### config.mk
export PLATFORM = sky130hd
export DESIGN_NAME = ssd_scan_ctrl
export DESIGN_NICKNAME = d
export VERILOG_FILES = /design/src/rtl/ssd_pkg.sv /design/src/rtl/ssd_scan_timer.sv /design/src/rtl/ssd_scan_ctrl.sv
export SDC_FILE = /design/constraint.sdc
export NUM_CORES = 1
export LEC_CHECK = 0
export CAP_MARGIN = 10
export CORE_MARGIN = 2
export CORE_UTILIZATION = 38
export DETAILED_ROUTE_END_ITERATION = 12
export PLACE_DENSITY = 0.63
export SKIP_LAST_GASP = 1
export SYNTH_ARGS = -nofsm -noshare
export SYNTH_HDL_FRONTEND = slang
export SYNTH_HIERARCHICAL = 1
export SYNTH_SLANG_ARGS = --single-unit
### constraint.sdc
create_clock -name clk_1M -period 8.2 [get_ports clk_1M]
set_input_delay 1.64 -clock clk_1M [delete_from_list [all_inputs] [get_ports clk_1M]]
set_output_delay 1.64 -clock clk_1M [all_outputs]
set_load 0.005 [all_outputs]
### src/rtl/ssd_pkg.sv
// Shared types for the seven-segment scan controller:
// scan states, digit-pair select codes and the display word.
package ssd_pkg;

    typedef enum logic [1:0] {
        BLANK_A,
        SHOW_A,
        BLANK_B,
        SHOW_B
    } state_e;

    localparam logic [1:0] SEG_EN_A = 2'b11;
    localparam logic [1:0] SEG_EN_B = 2'b00;

    typedef struct packed {
        logic [3:0] op;
        logic [3:0] rd1;
        logic [3:0] rd2;
        logic [3:0] wr;
    } disp_t;

    function automatic logic is_blank(input state_e s);
        return (s == BLANK_A) || (s == BLANK_B);
    endfunction

    function automatic logic is_phase_a(input state_e s);
        return (s == BLANK_A) || (s == SHOW_A);
    endfunction

endpackage

### src/rtl/ssd_scan_timer.sv
// Per-state cycle counter: clears on request, flags the last
// cycle of a state whose length is supplied by the caller.
module ssd_scan_timer #(
    parameter int W = 4
) (
    input  logic         clk_i,
    input  logic         rst_ni,
    input  logic         clr_i,
    input  logic [W-1:0] len_i,
    output logic         tc_o
);

    logic [W-1:0] cnt_q;
    logic [W-1:0] cnt_d;

    always_comb begin
        cnt_d = clr_i ? '0 : cnt_q + W'(1);
    end

    always_ff @(posedge clk_i) begin
        if (!rst_ni) begin
            cnt_q <= '0;
        end else begin
            cnt_q <= cnt_d;
        end
    end

    assign tc_o = (cnt_q == len_i - W'(1));

endmodule

### src/rtl/ssd_scan_ctrl.sv
// Timed two-phase display scan with blanking gaps and a one-deep
// update buffer that is applied only at frame boundaries.
module ssd_scan_ctrl
    import ssd_pkg::*;
#(
    parameter int SCAN_DIV  = 1000,
    parameter int BLANK_CYC = 8
) (
    input  logic       clk_1M,
    input  logic       rst_n,
    input  logic       en,
    input  logic       upd_valid,
    output logic       upd_ready,
    input  logic [3:0] upd_opcode,
    input  logic [3:0] upd_rd1,
    input  logic [3:0] upd_rd2,
    input  logic [3:0] upd_wr,
    output logic [1:0] seg_en,
    output logic [3:0] hex_ab,
    output logic [3:0] hex_cd,
    output logic       blank,
    output logic       frame_done
);

    localparam int W = (SCAN_DIV > 2) ? $clog2(SCAN_DIV) : 1;
    localparam logic [W-1:0] LEN_BLANK = W'(BLANK_CYC);
    localparam logic [W-1:0] LEN_SHOW  = W'(SCAN_DIV - BLANK_CYC);

    state_e       state_q;
    state_e       state_d;
    disp_t        disp_q;
    disp_t        disp_d;
    disp_t        pend_q;
    disp_t        pend_d;
    logic         pend_full_q;
    logic         pend_full_d;
    logic [1:0]   seg_en_q;
    logic [3:0]   hex_ab_q;
    logic [3:0]   hex_cd_q;
    logic         blank_q;
    logic         frame_done_q;
    logic [W-1:0] len;
    logic         tc;
    logic         accept;
    logic         boundary;
    logic         load;
    logic         clr;
    logic         phase_a_d;

    assign len = is_blank(state_q) ? LEN_BLANK : LEN_SHOW;
    assign clr = !en || tc;

    ssd_scan_timer #(
        .W (W)
    ) u_timer (
        .clk_i  (clk_1M),
        .rst_ni (rst_n),
        .clr_i  (clr),
        .len_i  (len),
        .tc_o   (tc)
    );

    always_comb begin
        state_d = state_q;
        if (!en) begin
            state_d = BLANK_A;
        end else if (tc) begin
            unique case (state_q)
                BLANK_A: state_d = SHOW_A;
                SHOW_A:  state_d = BLANK_B;
                BLANK_B: state_d = SHOW_B;
                SHOW_B:  state_d = BLANK_A;
                default: state_d = BLANK_A;
            endcase
        end
    end

    // Parking with en low counts as a boundary so a queued update still lands.
    always_comb begin
        boundary    = en && tc && (state_q == SHOW_B);
        load        = pend_full_q && (boundary || !en);
        accept      = upd_valid && !pend_full_q;
        disp_d      = load ? pend_q : disp_q;
        pend_d      = pend_q;
        pend_full_d = pend_full_q;
        if (load) begin
            pend_full_d = 1'b0;
        end else if (accept) begin
            pend_d = '{op: upd_opcode, rd1: upd_rd1,
                       rd2: upd_rd2, wr: upd_wr};
            pend_full_d = 1'b1;
        end
        phase_a_d = is_phase_a(state_d);
    end

    always_ff @(posedge clk_1M) begin
        if (!rst_n) begin
            state_q      <= BLANK_A;
            disp_q       <= '0;
            pend_q       <= '0;
            pend_full_q  <= 1'b0;
            seg_en_q     <= SEG_EN_A;
            hex_ab_q     <= '0;
            hex_cd_q     <= '0;
            blank_q      <= 1'b1;
            frame_done_q <= 1'b0;
        end else begin
            state_q      <= state_d;
            disp_q       <= disp_d;
            pend_q       <= pend_d;
            pend_full_q  <= pend_full_d;
            seg_en_q     <= phase_a_d ? SEG_EN_A : SEG_EN_B;
            hex_ab_q     <= phase_a_d ? disp_d.op : disp_d.rd1;
            hex_cd_q     <= phase_a_d ? disp_d.rd2 : disp_d.wr;
            blank_q      <= is_blank(state_d);
            frame_done_q <= boundary;
        end
    end

    assign upd_ready  = !pend_full_q;
    assign seg_en     = seg_en_q;
    assign hex_ab     = hex_ab_q;
    assign hex_cd     = hex_cd_q;
    assign blank      = blank_q;
    assign frame_done = frame_done_q;

endmodule
# == Word level (Yosys, flattened, before mapping) ==
# Cells that the tools add are included.
# word_totals
input_bits,20
reg_bits,57
out_inout_bits,13
elab_cells,50
# op_classes
mux,8
reduce_logical,16
n_eq_ne,6
n_addsub,2
n_bitwise,2
# op_table
op,count
2-to-1 mux 16 bit,1
"adder 10 x 1 -> 10 bit, second input constant",1
equality test 10 bit,1
2-to-1 mux 10 bit,1
"subtractor 10 x 1 -> 10 bit, second input constant",1
2-to-1 mux 4 bit,2
case mux 2 bit (4 select lines),1
"equality test 2 bit, second input constant",3
2-to-1 mux 2 bit,3
logical OR 1 bit,5
"equality test 2 x 1 -> 1 bit, second input constant",2
logical AND 1 bit,4
logical NOT 2 bit,2
OR reduction 2 bit,2
logical NOT 1 bit,2
inverter 1 bit,2
AND reduction 2 bit,1

# == Longest topological paths before layout ==
# depth
depth_word,11
depth_mapped,15
ltp_nobuf,13

# == By module ==
# The synthesis kept the hierarchy.
# modules_own_cells
mod,cells_each,seq_area_each_um2,n_inst,area_each_um2
ssd_scan_ctrl,170,920.9,1,1695.4
ssd_scan_timer,105,200.2,1,882.1

# == Worst setup path before layout ==
# Ideal clock, no wire load.
# synth_timing
path_type,register to register
start,register state_q[0]
end,"register hex_cd_q[0], in the netlist hex_cd[0]"
synth_period_minus_slack_ns,3.234
path_buffers,2
setup_slack_ns,4.966
arrival_time_ns,3.103
required_time_ns,8.068
path_stages_with_launch,16
setup_ns,0.132
cell_sequence,dfxtp_1 > inv_1 > ha_1 > or2_1 > inv_1 > nor2_1 > a31oi_1 > a311oi_1 > o31a_1 > nor4_2 > nand2_2 > a21o_1 > buf_6 > buf_12 > mux2i_1 > o22ai_1
# synth_via
elab_chain_cells,11
elab_cells_between_ends,20
classes_between,1 x add/sub; 5 x eq/ne; 6 x mux; 8 x reduce/logical
# synth_rtl
element,line,rtl
"start, declared",ssd_scan_ctrl.sv:29,state_e state_q;
"start signal, assigned",ssd_scan_ctrl.sv:108,state_q <= state_d;
equality test 2 bit or logical NOT 2 bit (tied branches),ssd_pkg.sv:23,return (s == BLANK_A) || (s == BLANK_B);
logical OR 1 bit (*),ssd_pkg.sv:23,
2-to-1 mux 10 bit (*),ssd_scan_ctrl.sv:50,assign len = is_blank(state_q) ? LEN_BLANK : LEN_SHOW;
net len[3],ssd_scan_ctrl.sv:42,logic [W-1:0] len;
subtractor 10 x 1 -> 10 bit (*),ssd_scan_timer.sv:28,assign tc_o = (cnt_q == len_i - W'(1));
equality test 10 bit (*),ssd_scan_timer.sv:28,
net tc,ssd_scan_ctrl.sv:43,logic tc;
branches (longest 5 deep; another with 2-to-1 mux 2 bit),-,
2-to-1 mux 4 bit (*),ssd_scan_ctrl.sv:114,hex_cd_q <= phase_a_d ? disp_d.rd2 : disp_d.wr;
"end signal, assigned",ssd_scan_ctrl.sv:114,
"end, declared",ssd_scan_ctrl.sv:39,logic [3:0] hex_cd_q;
# Mark *: on every way through the listed nets, which the timed path passes.
# A chain may end at the register's enable or synchronous reset.

# == Worst setup path in the final report ==
# layout_timing
start,register state_q[0]
end,"register hex_ab_q[3], in the netlist hex_ab[3]"
# layout_via
elab_chain_cells,11
elab_cells_between_ends,20
classes_between,1 x add/sub; 5 x eq/ne; 6 x mux; 8 x reduce/logical
# layout_rtl
element,line,rtl
equality test 2 bit or logical NOT 2 bit (tied branches),ssd_pkg.sv:23,
logical OR 1 bit (*),ssd_pkg.sv:23,
2-to-1 mux 10 bit (*),ssd_scan_ctrl.sv:50,
net len[3],ssd_scan_ctrl.sv:42,
subtractor 10 x 1 -> 10 bit (*),ssd_scan_timer.sv:28,
equality test 10 bit (*),ssd_scan_timer.sv:28,
net tc,ssd_scan_ctrl.sv:43,
branches (longest 5 deep; another with 2-to-1 mux 2 bit),-,
2-to-1 mux 4 bit (*),ssd_scan_ctrl.sv:113,hex_ab_q <= phase_a_d ? disp_d.op : disp_d.rd1;
"end signal, assigned",ssd_scan_ctrl.sv:113,
"end, declared",ssd_scan_ctrl.sv:38,logic [3:0] hex_ab_q;
# Marked as above.

==> key figures <==
Detailed routing
  • Number of DRC markers in iteration 0: 67
  • Residual DRC: 0
  • Vias: 1860
  • Antenna Nets Post-Route: 0
  • DRT Wirelength: 4.65 mm
  • Routed len/inst: 11.9 um
  • Drt pass-1 iters: 4
  • Vias per cell: 4.78

Timing
  • Minimum clock period: 3.79 ns
  • Worst Skew: 0.0120 ns
  • RSZ-0062 raised after global routing: no
  • Endpoints failing hold: 0
  • Fin worst setup slack: 4.41 ns
  • Fin. max-slew vios: 0
  • Final setup vio count: 0
  • Tcrit/Tclk final: 46.2%
  • Setup TNS: 0 ns
  • Slew HR: 41.6%
  • Achievable frequency: 0.264 GHz
  • Least-Margin Pin Slew: 0.877 ns

Global route
  • GRT Util Overall: 13.7%
  • GRT met3 Usage: 3.05%
  • Vias in the first global route: 1794
  • Largest net degree at the start of global routing: 39
  • Routing usage on met2: 22.7%
  • GR Layer Usage met1: 17.3%
  • Total gr overflow: 0
  • First-pass GRT wire length: 8.13 mm
  • Initial antenna violation count: 0
  • Busiest layer in global routing: met2

Run
  • Maximum capacitance violations: 0

CTS
  • Clock network latency to the later pin of the worst-skew pair: 0.31 ns
  • Clock Tree Buf Depth: 2
  • H-tree depth: 2
  • CTS clock-pin slew for the worst setup and hold paths: 0.11 ns
  • TritonCTS Buffers: 5
  • Clock root buffer: clkbuf_8
  • CTS tree: done
  • Sink Count: 56
  • Postcts setup bufs: 0
  • # hold bufs at CTS: 0
  • Gates resized, CTS repair: 0

Placed design
  • Port bufs: 32
  • Placed wire-length estimate: 3.29 mm
  • RD Place Congestion: 0.766
  • Pre-CTS WS: 4.38 ns

Yosys
  • Largest cells by area after synthesis: dfxtp_1 43%, mux2i_1 6.2%, nand2_1 5.5%
  • Post-synth ARST share: 0%
  • Seq/Total Area, Yosys: 43.5%
  • Yosys top cell by area: dfxtp_1
  • Count of cell types in the netlist: 50
  • EDFF count, synth: 0
  • FF+latch count, synth: 56
  • Post-Synthesis Cells: 275
  • Yosys top cell area share: 43.5%
  • Mean Syn Cell Area: 9.37 um^2
  • Synth cell count leaders: 56 x dfxtp_1, 38 x nand2_1, 17 x a21boi_1, 17 x nor2b_1, 16 x mux2i_1
  • Count leader, synth: dfxtp_1
  • Main synth FF type: dfxtp_1
  • Mapped Area: 2580 um^2
  • Synth warnings: 6

Worst setup path
  • Top cell by count, worst path: inv_1
  • Crit end category: flip-flop
  • Cell Chain, Critical Path: inv_1 -> ha_1 -> or2_1 -> inv_1 -> nor2_1 -> a31oi_1 -> a311oi_1 -> o31a_1 -> nor4_2 -> nand2_2 -> a21o_1 -> mux2i_1 -> o22ai_1
  • Slowest cell delay on critical path: 0.51 ns
  • Max FO, Critical Path: 16
  • Critical Path AT: 3.98 ns
  • Slowest cell on the critical path: a21o_1
  • Startpoint Class: flip-flop
  • CP required: 8.39 ns
  • Critical path class: reg2reg

Floorplanning
  • Core ar.: 6680 um^2
  • # rows: 30
  • Die span in x: 86.4 um
  • Num ports: 33
  • Die area: 7460 um^2
  • Die height: 86.4 um
  • Initial Util: 38.6%

Cells and area
  • Diodes inserted: 0
  • Area Overhead vs Synth: 18.2%
  • Share of cells above drive strength 1: 6.47%
  • # nets final: 333

Hold path
  • Hold Path Class: reg2reg

Power and ir drop
  • Worst VDD drop: 0.108 mV
  • Leak: 1.20 nW
  • Cell Pwr Density: 160 nW/um^2

Outcome
  • Outcome: completed
## layout make-up
class,instances,area [um^2]
sequential,56,1120
inverter,14,52.6
clock buffer,5,68.8
timing repair buffer,34,355
tap,80,100
multi-input combinational,197,1320
fill,650,3630
clock inverter,3,27.5
## through the flow
| stage | instances | hold slack (ns) | utilization, % | area, um^2 | total power, mW |
|---|---|---|---|---|---|
| finish | 389 | 0.455 | 45.6 | 3050 | 0.486 |
| global route | 389 | 0.477 | 45.6 | 3050 | 0.509 |
| CTS | 387 | 0.461 | 45.1 | 3010 | 0.490 |
| detailed placement | 379 | 0.447 | 43.6 | 2920 | 0.336 |
| global placement | 379 | 0.444 | 43.6 | 2920 | 0.336 |
| floorplan | 285 | 0.434 | - | 2620 | 0.322 |
## cell usage in the layout, fill, tap and decap left out, types with 2 or more instances in the layout
cell type        count
nand2b_1             3
nand4_1              3
xnor2_1             14
inv_1               13
nor2_1              14
clkbuf_8             5
clkdlybuf4s50_1     32
conb_1              11
o31a_1               2
dfxtp_1             56
or3_1                2
a21boi_1            17
a21o_1               2
a211oi_1             2
nor2b_1             17
a21oi_1              3
o22ai_1              8
nand3_1             11
nand2_1             38
o21ai_0              2
mux2i_1             16
xor2_1               5
ha_1                 5
## layer usage
metal,routed length [um],up-vias
met3,115,6
met4,67,0
li1,-,973
met2,2210,22
met1,2250,859
met5,0,-
## cells by family after synthesis
group | synth area share (%)
AND/OR/NAND/NOR | 19.5
flip-flops | 43.5
AO/OA/AOI/OAI | 13.7
buffers and inverters | 6.70
XOR/XNOR | 7.33
multiplexers | 6.65
adder cells (fa/ha/maj) | 2.43
other | 0.145
## registers in the layout, indices dropped and copies added, names as in the netlist
register       flops
state_q            2
frame_done         1
seg_en             1
hex_cd             4
disp_q            16
u_timer/cnt_q     10
pend_full_q        1
pend_q            16
hex_ab             4
blank              1
## critical path, delay by kind of cell (launching register included)
family / cells / cell delay [ns]
AND/OR/NAND/NOR: 4 / 1.12
flip-flops: 1 / 0.38
multiplexers: 1 / 0.35
buffers and inverters: 2 / 0.42
adder cells (fa/ha/maj): 1 / 0.18
AO/OA/AOI/OAI: 5 / 1.21
## worst paths after layout
path | startpoint | end | slack (ns) | cells after the start
setup / recovery | state_q[0] | hex_ab[3] | 4.41 | 13
hold / removal | pend_q[8] | pend_q[8] | 0.46 | 2
hold reg to reg | pend_q[8] | pend_q[8] | 0.46 | 2
setup reg to reg | state_q[0] | hex_ab[3] | 4.41 | 13
## where the power goes
part / switching, mW / internal [mW]
clock network: 0.0918 / 0.0628
registers: 0.00387 / 0.279
logic: 0.0239 / 0.0249
(Power assumes the default switching activity.)
